==> src/rtl/hub_adder_scheduler.sv <==
// hub_adder_scheduler: shares one fixed-latency pipelined FP HUB adder among
// N requesters. Grants are round-robin, and subtraction flips the sign of Y.
// The requester tag travels alongside each operation, and results land in a
// first-word-fall-through response FIFO. A credit counter bounds the number
// of outstanding operations to the FIFO depth, so no result is ever dropped.
module hub_adder_scheduler #(
  parameter int M     = 23,
  parameter int E     = 8,
  parameter int N     = 4,
  parameter int LAT   = 3,
  parameter int DEPTH = 8,
  parameter int TW    = $clog2(N)
) (
  input  logic                  clk,
  input  logic                  rst,
  input  logic [N-1:0]          req_valid,
  output logic [N-1:0]          req_ready,
  input  logic [N*(E+M+1)-1:0]  req_x,
  input  logic [N*(E+M+1)-1:0]  req_y,
  input  logic [N-1:0]          req_sub,
  output logic                  add_valid,
  output logic [E+M:0]          add_x,
  output logic [E+M:0]          add_y,
  input  logic [E+M:0]          add_result,
  output logic                  rsp_valid,
  input  logic                  rsp_ready,
  output logic [E+M:0]          rsp_data,
  output logic [TW-1:0]         rsp_tag
);

  localparam int W  = E + M + 1;
  localparam int CW = $clog2(DEPTH + 1);
  localparam int AW = $clog2(DEPTH);

  // (p + k) mod N for k < N; keeps the index TW bits wide for any N
  function automatic logic [TW-1:0] wrap_idx(input logic [TW-1:0] p, input int k);
    int s;
    s = int'(p) + k;
    if (s >= N) s = s - N;
    return TW'(s);
  endfunction

  // ---------------------------------------------------------------------
  // Credits and round-robin arbitration
  // ---------------------------------------------------------------------
  logic [TW-1:0] ptr_q, ptr_d;
  logic [TW-1:0] gnt_idx;
  logic          gnt_found;
  logic [CW-1:0] cnt_q, cnt_d;
  logic          can_issue;
  logic          issue;
  logic          pop;
  logic          push;
  logic [W-1:0]  sel_x, sel_y;

  // a pop in this cycle does not free a credit until next cycle
  assign can_issue = (cnt_q < CW'(DEPTH));

  // find the first valid requester at or after ptr, wrapping; the descending
  // scan leaves the smallest offset as the winner
  always_comb begin
    gnt_found = 1'b0;
    gnt_idx   = '0;
    for (int k = N - 1; k >= 0; k--) begin
      if (req_valid[wrap_idx(ptr_q, k)]) begin
        gnt_found = 1'b1;
        gnt_idx   = wrap_idx(ptr_q, k);
      end
    end
  end

  assign req_ready = (!rst && can_issue && gnt_found)
                     ? ({{(N-1){1'b0}}, 1'b1} << gnt_idx) : '0;
  assign issue     = |req_ready;

  assign sel_x = req_x[int'(gnt_idx)*W +: W];
  assign sel_y = req_y[int'(gnt_idx)*W +: W];

  // next pointer and credit count
  always_comb begin
    ptr_d = ptr_q;
    cnt_d = cnt_q;
    if (issue) ptr_d = wrap_idx(gnt_idx, 1);
    if (issue && !pop)      cnt_d = cnt_q + CW'(1);
    else if (!issue && pop) cnt_d = cnt_q - CW'(1);
  end

  // pointer and credit registers
  always_ff @(posedge clk) begin
    if (rst) begin
      ptr_q <= '0;
      cnt_q <= '0;
    end else begin
      ptr_q <= ptr_d;
      cnt_q <= cnt_d;
    end
  end

  // ---------------------------------------------------------------------
  // Issue stage: operands are registered, and Y gets its sign flipped for subtraction
  // ---------------------------------------------------------------------
  logic          add_valid_q;
  logic [W-1:0]  add_x_q, add_y_q;
  logic [TW-1:0] iss_tag_q;

  // register the granted operands; operands hold their value when nothing issues
  always_ff @(posedge clk) begin
    if (rst) begin
      add_valid_q <= 1'b0;
      add_x_q     <= '0;
      add_y_q     <= '0;
      iss_tag_q   <= '0;
    end else begin
      add_valid_q <= issue;
      if (issue) begin
        add_x_q   <= sel_x;
        add_y_q   <= {sel_y[W-1] ^ req_sub[gnt_idx], sel_y[W-2:0]};
        iss_tag_q <= gnt_idx;
      end
    end
  end

  assign add_valid = add_valid_q;
  assign add_x     = add_x_q;
  assign add_y     = add_y_q;

  // ---------------------------------------------------------------------
  // Tag pipeline: mirrors the adder latency so the tag meets its result
  // ---------------------------------------------------------------------
  logic [LAT:1]  vld_pipe_q;
  logic [TW-1:0] tag_pipe_q [LAT:1];

  // shift {valid, tag} alongside the adder; reset drops everything in flight
  always_ff @(posedge clk) begin
    if (rst) begin
      vld_pipe_q <= '0;
      for (int s = 1; s <= LAT; s++) tag_pipe_q[s] <= '0;
    end else begin
      vld_pipe_q[1] <= add_valid_q;
      tag_pipe_q[1] <= iss_tag_q;
      for (int s = 2; s <= LAT; s++) begin
        vld_pipe_q[s] <= vld_pipe_q[s-1];
        tag_pipe_q[s] <= tag_pipe_q[s-1];
      end
    end
  end

  // add_result is only trusted in the cycle its own op leaves the pipe
  assign push = vld_pipe_q[LAT];

  // ---------------------------------------------------------------------
  // Response FIFO (first-word fall-through)
  // ---------------------------------------------------------------------
  logic [W-1:0]  mem_data [DEPTH];
  logic [TW-1:0] mem_tag  [DEPTH];
  logic [AW-1:0] wr_ptr_q, rd_ptr_q;
  logic [CW-1:0] fill_q;
  logic          fifo_empty;

  assign fifo_empty = (fill_q == '0);
  assign pop        = !fifo_empty && rsp_ready;

  // storage carries no reset; the fill count alone decides what is valid
  always_ff @(posedge clk) begin
    if (push && !rst) begin
      mem_data[wr_ptr_q] <= add_result;
      mem_tag[wr_ptr_q]  <= tag_pipe_q[LAT];
    end
  end

  // pointers and fill level; simultaneous push and pop both take effect
  always_ff @(posedge clk) begin
    if (rst) begin
      wr_ptr_q <= '0;
      rd_ptr_q <= '0;
      fill_q   <= '0;
    end else begin
      if (push) wr_ptr_q <= wr_ptr_q + AW'(1);
      if (pop)  rd_ptr_q <= rd_ptr_q + AW'(1);
      if (push && !pop)      fill_q <= fill_q + CW'(1);
      else if (!push && pop) fill_q <= fill_q - CW'(1);
    end
  end

  // head is shown as zero while empty so reset state reads clean
  assign rsp_valid = !fifo_empty;
  assign rsp_data  = fifo_empty ? '0 : mem_data[rd_ptr_q];
  assign rsp_tag   = fifo_empty ? '0 : mem_tag[rd_ptr_q];

endmodule

==> config.mk <==
export PLATFORM = sky130hd
export DESIGN_NAME = hub_adder_scheduler
export DESIGN_NICKNAME = d
export VERILOG_FILES = /design/src/rtl/hub_adder_scheduler.sv
export SDC_FILE = /design/constraint.sdc
export NUM_CORES = 1
export LEC_CHECK = 0
export CAP_MARGIN = 25
export CORE_ASPECT_RATIO = 0.75
export CORE_MARGIN = 3
export CORE_UTILIZATION = 50
export DETAILED_ROUTE_END_ITERATION = 8
export PLACE_DENSITY = 0.86
export SLEW_MARGIN = 5
export SYNTH_ARGS = -nofsm -noshare
export SYNTH_HDL_FRONTEND = slang
export SYNTH_SLANG_ARGS = --single-unit
==> constraint.sdc <==
create_clock -name clk -period 6.9 [get_ports clk]
set_input_delay 1.38 -clock clk [delete_from_list [all_inputs] [get_ports clk]]
set_output_delay 1.38 -clock clk [all_outputs]
set_load 0.01 [all_outputs]
# After elaboration in Yosys (flattened, before gate mapping)
# Memory sizes are Yosys's and may differ from the RTL's. A register that Yosys moved wholly into a read port is not among the register bits.
# Cells that the tools add are included.
# word_totals
memories	3
out_inout_bits	104
reg_bits	86
ram_bits	278
# memory_table
memory	words	width	rd	rd_clocked_by_memory_dff	write_ports	line	text
mem_data	8	32	1	1	1	154	logic [W-1:0] mem_data [DEPTH];
mem_tag	8	2	1	1	1	155	logic [TW-1:0] mem_tag [DEPTH];
tag_pipe_q	3	2	3	0	3	131	logic [TW-1:0] tag_pipe_q [LAT:1];
# op_classes
shift	3
reduce_logical	17
mux	42
n_addsub	15
n_lt_le_gt_ge	11
n_bitwise	4
# ops
operator	n
128-bit by 8-bit indexed part select with 32-bit output	2
32-bit two-way mux	1
2-bit two-way mux	13
4-bit two-way mux	5
2-bit by 3-bit less-than comparator with 1-bit output (second input constant)	5
1-bit two-way mux	14
3-bit >= comparator (second input constant)	4
3-bit two-way mux	4
1-bit binary-select mux with 2-bit select	5
2-bit by 1-bit subtractor with 2-bit output (second input constant)	5
4-bit by 1-bit adder with 4-bit output (second input constant)	2
1-bit logical AND	8
4-bit by 1-bit subtractor with 4-bit output (second input constant)	2
2-bit by 1-bit adder with 3-bit output (second input constant)	2
2-bit by 2-bit adder with 3-bit output (second input constant)	2
3-bit by 1-bit adder with 3-bit output (second input constant)	2
1-bit zero test	5
4-bit zero test	1
4-bit less-than comparator (second input constant)	1
2-bit nonzero test	2
4-bit OR reduction	1
1-bit by 2-bit left shift with 4-bit output (first input constant)	1
2-bit by 3-bit >= comparator with 1-bit output (second input constant)	1
1-bit OR	3
1-bit bitwise XOR	1

# Longest topological paths before layout
# Gate-level depths: netlist of run 1.
# logic_depth
word_depth	16
ltp_mapped	11
depth_no_buf	11

# Worst setup path after synthesis of run 1
# Ideal clock, no wire load.
# synth_timing
kind	input to register
start	in rst
end	mem mem_data[0][0] (netlist bit), enable pin
n_path_buf	2
slack_ns	1.284
t_arrival_ns	5.106
setup_time_ns	0.510
stages	3
required_ns	6.390
cell_sequence	clkbuf_1 buf_1 nor4_1
# synth_between
elab_chain_cells	4
# synth_rtl
element	line	text
start: declaration	15	input logic rst,
1-bit zero test	165	if (push && !rst) begin
1-bit logical AND	165	
1-bit two-way mux	165	
1-bit two-way mux (not written as such)	166	mem_data[wr_ptr_q] <= add_result;
end: declaration	154	
# Every way passes these cells.

# Final worst setup path of run 1
# layout_timing
start	in req_valid[2]
end	out req_ready[0]
# layout_between
elab_chain_cells	8
elab_cells_between_ends	19
# layout_rtl
element	line	text
start: declaration	16	input logic [N-1:0] req_valid,
1-bit binary-select mux with 2-bit select	65	if (req_valid[wrap_idx(ptr_q, k)]) begin
1-bit two-way mux (not written as such)	65	
2-bit two-way mux / 1-bit two-way mux (equally long branches) (4 in a row)	65	
1-bit by 2-bit left shift with 4-bit output / 1-bit logical AND (equally long branches)	73, 72	
4-bit two-way mux *	73	? ({{(N-1){1'b0}}, 1'b1} << gnt_idx) : '0;
end: declaration	17	output logic [N-1:0] req_ready,
# Every way passes the cells marked *; elsewhere a longest branch is shown, timed or not. The select of a mux whose other input is x is not followed.

==> results.cfg, run 1 <==
[cts]
clock_latency_ns = 0.54
cts.repair.resized = 0
postCtsHoldBufs = 0
cts_buffer_depth = 3
path_clk_slew_ns = 0.06
numCtsBuffers = 36
cts_tree = done
postCtsSetupBuffers = 0
cts_max_level = 2
clock-sinks = 367
cts.root.buffer_cell = clkbuf_16

[logic_synthesis]
syn_inst = 1090
yosysWarnings = 0
synth_cell_types = 46
synthTopCellsByArea = edfxtp_1 51%, dfxtp_1 12%, mux4_2 9.5%
synthArstFlopShare_pct = 0
yosys.area.top_type = edfxtp_1
synth_seq_cells = 367
synth_fp_nets = 1399
postSynthAreaPerCell_um2 = 14.8
ys.flop_type = edfxtp_1
synth_area_mm2 = 0.0161
seq_area_frac_synth_pct = 62.5
netlist.area_leader.share_pct = 50.7
synth_edf_count = 272

[setup_path]
path_delay_family = simple AND/OR/NAND/NOR gates
endpoint_kind = output pin
crit_buf_inv = 2
critPathLaunchType = input port
cp_max_fo = 19
slowest_delay_ns = 0.58
worstPathRequired_ns = 5.52
worstPathCellList = clkdlybuf4s50_1, nor2b_1, nor4b_4, nor2_4, nand2_1, nor2_1, clkdlybuf4s50_1
worst_path_max_delay_cell = nor2_4
worstPathArrival_ns = 3.89
crit_top_cell = clkdlybuf4s50_1
worstSetupPathType = in -> out

[pwr]
powerDensity_mw_per_mm2 = 313
swShare_pct = 30.8
clkPwrFrac_pct = 26.8
p_leak_nw = 7.54
switchingPower_mw = 2.09
vdd_drop_max_mv = 0.183
pwr-share-comb_pct = 33.0
seqPwrFrac_pct = 40.2
intPower_mw = 4.69

[timing]
hold_viol_final = 0
drv_slew = 0
slew_headroom_pct = 37.8
setup_viol = 0
clock.fmax_ghz = 0.190
worst_slack_ns = 1.63
finalSetupTns_ns = 0
fin_crit_ns = 5.27
fin_hold_ws_ns = 0.429
worst_slew_pin_slew_ns = 0.930
fin_skew_ns = 0.0242
rsz0062_at_grt = no
finalCritPeriodShare_pct = 76.4

[global_route]
antenna_found_initial = 8
grt_start_max_net_pins = 65
grt_pass1_vias = 11700
grt_pass1_wl_um = 71300
grt.overflow.total = 0
grt_usage_pct = 27.6

[worst_hold_path]
hp-class = reg -> reg

[die]
die_h_um = 161
dieArea_mm2 = 0.0344
std_cell_rows = 56
core_region_area_mm2 = 0.0315
start_util_pct = 51.1
ioPinCount = 403
fp.dieW_um = 213

[routing]
first_pass_iters = 5
drt-initial-drc-count = 877
wl_per_cell_um = 25.0
vias_per_cell = 5.83
antenna_left = 0
wirelength_um = 47700
num_vias = 11200
drc = 0

[cells_and_area]
final_cell_area_mm2 = 0.0216
seq_area_mm2 = 0.0101
area_delta_synth_final_pct = 34.2
multi_input_area_mm2 = 0.00573
layout.nets = 1780
nFillCells = 2161
drive_gt1_share_pct = 14.9
final_util_pct = 68.6

[outcome]
status = completed

[place]
io_buffers = 402
dp_hpwl_um = 32100
globalplace.congestion = 0.922
placed_area_mm2 = 0.0205
dp_slack_ns = 1.68

[run]
maxCapViolCount = 0
## power by group through the flow
stage	logic [mW]	clock network, mW	registers [mW]
2_1_floorplan	1.17	0	2.79
3_3_place_gp	2.14	0	2.78
3_5_place_dp	2.19	0	2.79
4_1_cts	2.21	1.85	2.75
5_1_grt	2.38	1.94	2.76
6_report	2.24	1.81	2.73
## logic make-up after synthesis
logic type	synth area share (%)
and+or+nand+nor	6.55
muxes	15.9
DFF	62.5
AOI/OAI and AO/OA	10.8
buffers and inverters	2.59
xor gates and xnor gates	0.816
adders and majority gates	0.870
## per-stage QoR
| stage | total power [mW] | std cells |
|---|---|---|
| after CTS | 6.81 | 1904 |
| after global placement | 4.92 | 1838 |
| after detailed placement | 4.98 | 1838 |
| after floorplan | 3.97 | 1090 |
| after global routing | 7.08 | 1913 |
| final | 6.77 | 1913 |
## cell type report
class,instances,area share [%]
flip-flops and latches,367,46.6
multi-input cells,638,26.5
clock buffers,45,4.32
diodes,8,0.0926
inverters,3,0.0521
well taps,406,2.35
repair buffers,425,19.5
clock inverters,21,0.602
## sequential cells by signal, summed over array words and instances, names as in the netlist, 3 cells and up, named ones only
register and cells:
add_x 32, add_y 32, cnt_q 4, fill_q 4
mem_data 256, mem_tag 16, rd_ptr_q 3, tag_pipe_q 6
vld_pipe_q 3, wr_ptr_q 3
## path summary, 6_finish.rpt
check	from	to	slack, ns	cells past startpoint
min	vld_pipe_q[2]	vld_pipe_q[3]	0.43	1
max	req_valid[2]	req_ready[0]	1.63	7
max reg2reg	fill_q[0]	cnt_q[3]	3.83	12
min reg2reg	vld_pipe_q[2]	vld_pipe_q[3]	0.43	1
## synth_stat cells (2+ instances only)
cell type	number
mux4_2	68
dfxtp_1	95
nand3_1	66
o211ai_2	60
o21ai_0	65
buf_6	7
nor2_1	63
clkbuf_1	38
or3_1	2
nor4_1	3
ha_1	8
nor2b_1	13
edfxtp_1	272
fa_1	2
buf_4	5
a21o_1	65
inv_1	3
mux2i_1	101
nand2_1	71
a21oi_1	7
buf_1	11
buf_2	21
o211ai_1	4
xnor2_1	8
and3_1	2
nand2b_1	2
xor2_1	7
a211oi_1	3
## per-layer routing
metal  global-route usage (%)  share of wire [%]
met1                     35.6                 38
met2                     46.3                 51
met3                     5.40                7.1
met4                     11.3                3.9
met5                        0                  0
## layout by cell type (no fill, tap or decap), drive strengths merged, types with 2 or more instances in the layout
cell type,netlist,final
mux2i,101,101
nand2b,2,2
a21oi,8,8
buf,44,23
a21o,65,65
edfxtp,272,272
fa,2,2
and3,2,2
clkinv,0,19
nor2b,13,13
nor4,4,4
xor2,7,7
or3,2,2
nand2,71,71
inv,3,5
dfxtp,95,95
clkdlybuf4s50,0,402
o21ai,65,65
a211oi,4,4
nor2,65,65
o211ai,64,64
mux4,68,68
nand3,66,66
clkbuf,38,45
xnor2,8,8
ha,8,8
diode,0,8
Note: power is estimated with default switching activity, not from simulation.
==> run 2: changes to the inputs <==
==> constraint.sdc (replaced) <==
create_clock -name clk -period 5.4 [get_ports clk]
set_input_delay 1.08 -clock clk [delete_from_list [all_inputs] [get_ports clk]]
set_output_delay 1.08 -clock clk [all_outputs]
set_load 0.01 [all_outputs]
==> results.cfg, run 2 (synthesis gave the netlist of run 1 again) <==
[outcome]
status = completed

[global_route]
grt_pass1_wl_um = 71100
grt.overflow.total = 0
grt_usage_pct = 27.6
grt_start_max_net_pins = 65
antenna_found_initial = 5
grt_pass1_vias = 11700

[pwr]
vdd_drop_max_mv = 0.217
pwr-share-comb_pct = 32.9
seqPwrFrac_pct = 39.9
intPower_mw = 6.10
switchingPower_mw = 2.66
clkPwrFrac_pct = 27.2
p_leak_nw = 7.58
powerDensity_mw_per_mm2 = 404
swShare_pct = 30.4

[cells_and_area]
largest_reg_flops = 256
layout_common_cells = 402 x clkdlybuf4s50_1, 272 x edfxtp_1, 101 x mux2i_1
layout_commonest_cell = clkdlybuf4s50_1
drive_gt1_share_pct = 15.3
layout.nets = 1786
regMostFlops = mem_data
area_delta_synth_final_pct = 34.6

[die]
std_cell_rows = 56
die_h_um = 161
dieArea_mm2 = 0.0344
ioPinCount = 403
core_region_area_mm2 = 0.0315
fp.dieW_um = 213
start_util_pct = 51.1

[cts]
cts_max_level = 2
clock_latency_ns = 0.53
postCtsHoldBufs = 0
numCtsBuffers = 36
cts_tree = done
postCtsSetupBuffers = 0
cts_buffer_depth = 3
path_clk_slew_ns = 0.06
clock-sinks = 367
cts.repair.resized = 0
cts.root.buffer_cell = clkbuf_16

[setup_path]
worstPathCellList = clkdlybuf4s50_1, nor2_4, or4b_2, nand2_1, and3_1, clkdlybuf4s50_1
critPathLaunchType = input port
worstPathArrival_ns = 3.59
worstSetupPathType = in -> out
cp_max_fo = 7
worst_path_max_delay_cell = or4b_2
endpoint_kind = output pin
slowest_delay_ns = 0.67
worstPathRequired_ns = 4.32
crit_top_cell = clkdlybuf4s50_1

[routing]
vias_per_cell = 5.86
wirelength_um = 48100
num_vias = 11200
antenna_left = 0
first_pass_iters = 5
drc = 0
drt-initial-drc-count = 845
wl_per_cell_um = 25.1

[timing]
fin_skew_ns = 0.0163
fin_crit_ns = 4.67
worst_slew_pin_slew_ns = 0.936
fin_hold_ws_ns = 0.437
hold_viol_final = 0
slew_headroom_pct = 37.6
clock.fmax_ghz = 0.214
drv_slew = 0
rsz0062_at_grt = no
finalSetupTns_ns = 0
setup_viol = 0
finalCritPeriodShare_pct = 86.5

[place]
io_buffers = 402
dp_hpwl_um = 33100
globalplace.congestion = 0.938

[run]
maxCapViolCount = 0

[worst_hold_path]
hp-class = reg -> reg
## run 2: power by group through the flow
stage	Clock, mW	Combinational (mW)	Sequential (mW)
after floorplan	0	1.50	3.57
after global placement	0	2.78	3.53
after detailed placement	0	2.84	3.55
after CTS	2.42	2.87	3.50
after global routing	2.53	3.05	3.53
final	2.38	2.88	3.49
## run 2: cell type report
type	count	area [um^2]
Tap cell	406	508
Clock inverter	12	100
Inverter	3	11.3
Antenna cell	5	12.5
Fill cell	2129	9850
Multi-Input combinational cell	638	5730
Clock buffer	51	1000
Timing Repair Buffer	431	4250
Sequential cell	367	10100
## run 2: per-layer routing
layer	wire length [um]	track usage, %	vias to the layer above	share of wire [%]
met5	0	0	-	0
met4	1800	10.2	0	3.8
met3	3280	5.55	96	6.8
met2	24600	47.4	508	51
met1	18400	34.8	5623	38
li1	-	-	4990	-
## run 2: metrics by stage
step | cells | total power [mW] | setup slack, ns | util (%) | cell area (um^2)
5_1_grt | 1913 | 9.10 | 0.675 | 68.8 | 21700
4_1_cts | 1907 | 8.78 | 0.774 | 68.7 | 21700
3_5_place_dp | 1844 | 6.39 | 0.779 | 65.2 | 20600
3_3_place_gp | 1844 | 6.31 | 0.834 | 65.2 | 20600
2_1_floorplan | 1090 | 5.07 | 0.0841 | - | 16100
6_report | 1913 | 8.76 | 0.727 | 68.8 | 21700
## run 2: final timing paths
check | from | to | slack [ns] | cells past startpoint
max | req_valid[3] | req_ready[3] | 0.73 | 6
min | tag_pipe_q[0][2] | tag_pipe_q[0][4] | 0.44 | 1
min reg2reg | tag_pipe_q[0][2] | tag_pipe_q[0][4] | 0.44 | 1
max reg2reg | fill_q[0] | fill_q[3] | 2.33 | 12
## run 2: worst max-delay path, delay by kind of cell
| family | cells | cell delay, ns |
|---|---|---|
| and+or+nand+nor | 4 | 1.29 |
| buffers and inverters | 2 | 1.21 |
==> run 3: changes to the inputs <==
--- a/config.mk
+++ b/config.mk
@@ -5,12 +5,11 @@
 export SDC_FILE = /design/constraint.sdc
 export NUM_CORES = 1
 export LEC_CHECK = 0
-export CAP_MARGIN = 25
 export CORE_ASPECT_RATIO = 0.75
 export CORE_MARGIN = 3
-export CORE_UTILIZATION = 50
+export CORE_UTILIZATION = 35
 export DETAILED_ROUTE_END_ITERATION = 8
-export PLACE_DENSITY = 0.86
+export PLACE_DENSITY = 0.65
 export SLEW_MARGIN = 5
 export SYNTH_ARGS = -nofsm -noshare
 export SYNTH_HDL_FRONTEND = slang
==> results.cfg, run 3 (synthesis gave the netlist of run 1 again) <==
[outcome]
status = completed

[global_route]
grt_start_max_net_pins = 65
grt_pass1_wl_um = 68800
grt.overflow.total = 0
grt_pass1_vias = 11400
grt_usage_pct = 18.8
antenna_found_initial = 7

[setup_path]
worstRegToRegCells = 12
cp_max_fo = 7
worstSetupPathType = in -> out
endpoint_kind = output pin
critPathLaunchType = input port
r2r-start = fill_q[0]
worstPathArrival_ns = 3.59
r2r_slack_ns = 2.24
r2r-end = fill_q[3]
worstPathRequired_ns = 4.32

[pwr]
p_leak_nw = 7.60
seqPwrFrac_pct = 39.6
pwr-share-comb_pct = 32.1
intPower_mw = 6.15
switchingPower_mw = 2.68
swShare_pct = 30.4
clkPwrFrac_pct = 28.4
vdd_drop_max_mv = 0.216
powerDensity_mw_per_mm2 = 402

[cts]
cts_buffer_depth = 3
cts.repair.resized = 0
postCtsHoldBufs = 0
postCtsSetupBuffers = 0
cts_max_level = 2
path_clk_slew_ns = 0.06
numCtsBuffers = 38
cts.root.buffer_cell = clkbuf_16
cts_tree = done
clock_latency_ns = 0.54
clock-sinks = 367

[routing]
drt-initial-drc-count = 641
wirelength_um = 46000
dr.max_layer_used = met5
antenna_left = 0
dr_wl_met3_um = 3230
vias_per_cell = 5.22
first_pass_iters = 4
wl_per_cell_um = 22.0
wl_met1_um = 18800
num_vias = 10900
route.met2.wl_um = 22100
drc = 0

[die]
ioPinCount = 403
std_cell_rows = 67
dieArea_mm2 = 0.0486
die_h_um = 192
start_util_pct = 35.8
core_region_area_mm2 = 0.0450
fp.dieW_um = 254

[timing]
slew_headroom_pct = 27.9
finalCritPeriodShare_pct = 86.5
fin_crit_ns = 4.67
drv_slew = 0
clock.fmax_ghz = 0.214
finalSetupTns_ns = 0
fin_hold_ws_ns = 0.441
setup_viol = 0
fin_skew_ns = 0.0176
rsz0062_at_grt = no
hold_viol_final = 0
worst_slew_pin_slew_ns = 1.08

[cells_and_area]
regMostFlops = mem_data
drive_gt1_share_pct = 15.4
layout_commonest_cell = clkdlybuf4s50_1
largest_reg_flops = 256
layout_common_cells = 402 x clkdlybuf4s50_1, 272 x edfxtp_1, 101 x mux2i_1
area_delta_synth_final_pct = 36.6
layout.nets = 1784
fin_cells = 2096

[worst_hold_path]
hp-class = reg -> reg
hold_path_end = vld_pipe_q[3]
min_from = vld_pipe_q[2]
hold_depth = 1

[place]
dp_hpwl_um = 31400
globalplace.congestion = 0.832
dp.cells = 2021
io_buffers = 402

[run]
maxCapViolCount = 0
run 3: worst max path at each step:
stage                  from             end  slack (ns)  cells past startpoint
3_3_place_gp   req_valid[3]    req_ready[1]        0.78                      7
6_report       req_valid[3]    req_ready[1]        0.73                      7
2_1_floorplan           rst  mem_data[0][0]        0.08                      3
5_1_grt        req_valid[3]    req_ready[1]        0.65                      7
3_5_place_dp   req_valid[3]    req_ready[1]        0.78                      7
4_1_cts        req_valid[3]    req_ready[1]        0.76                      7
run 3: area by class of cell:
type	count	area, um^2
multi-input cells	638	5730
fillers	3922	23000
flip-flops and latches	367	10100
repair buffers	427	4220
inverters	3	11.3
clock buffers	49	1020
diodes	6	15.0
clock inverters	20	180
well taps	586	733
run 3: metal layers:
layer,global-route usage (%),up-vias
met1,23.7,5508
met5,0,-
met4,8.02,2
met2,30.6,360
met3,5.09,86
li1,-,4983
run 3: worst max-delay path, stage by stage:
cell	delay [ns]
clkdlybuf4s50_1	0.65
nor2_4	0.13
or4b_2	0.67
nand2_1	0.23
nand2_1	0.09
nor2_1	0.18
clkdlybuf4s50_1	0.57
run 3: power groups by stage:
stage	registers [mW]	clock network, mW	logic, mW
finish	3.49	2.51	2.83
global route	3.54	2.70	3.05
CTS	3.50	2.60	2.87
detailed placement	3.55	0	2.85
global placement	3.55	0	2.83
floorplan	3.57	0	1.50
run 3: per-stage QoR:
step	cell area, um^2	utilization [%]	setup slack, ns	power, mW
floorplan	16100	-	0.0841	5.07
global placement	20800	46.1	0.781	6.38
detailed placement	20800	46.1	0.775	6.41
CTS	22000	48.8	0.759	8.96
global route	22000	48.9	0.649	9.29
finish	22000	48.9	0.731	8.83
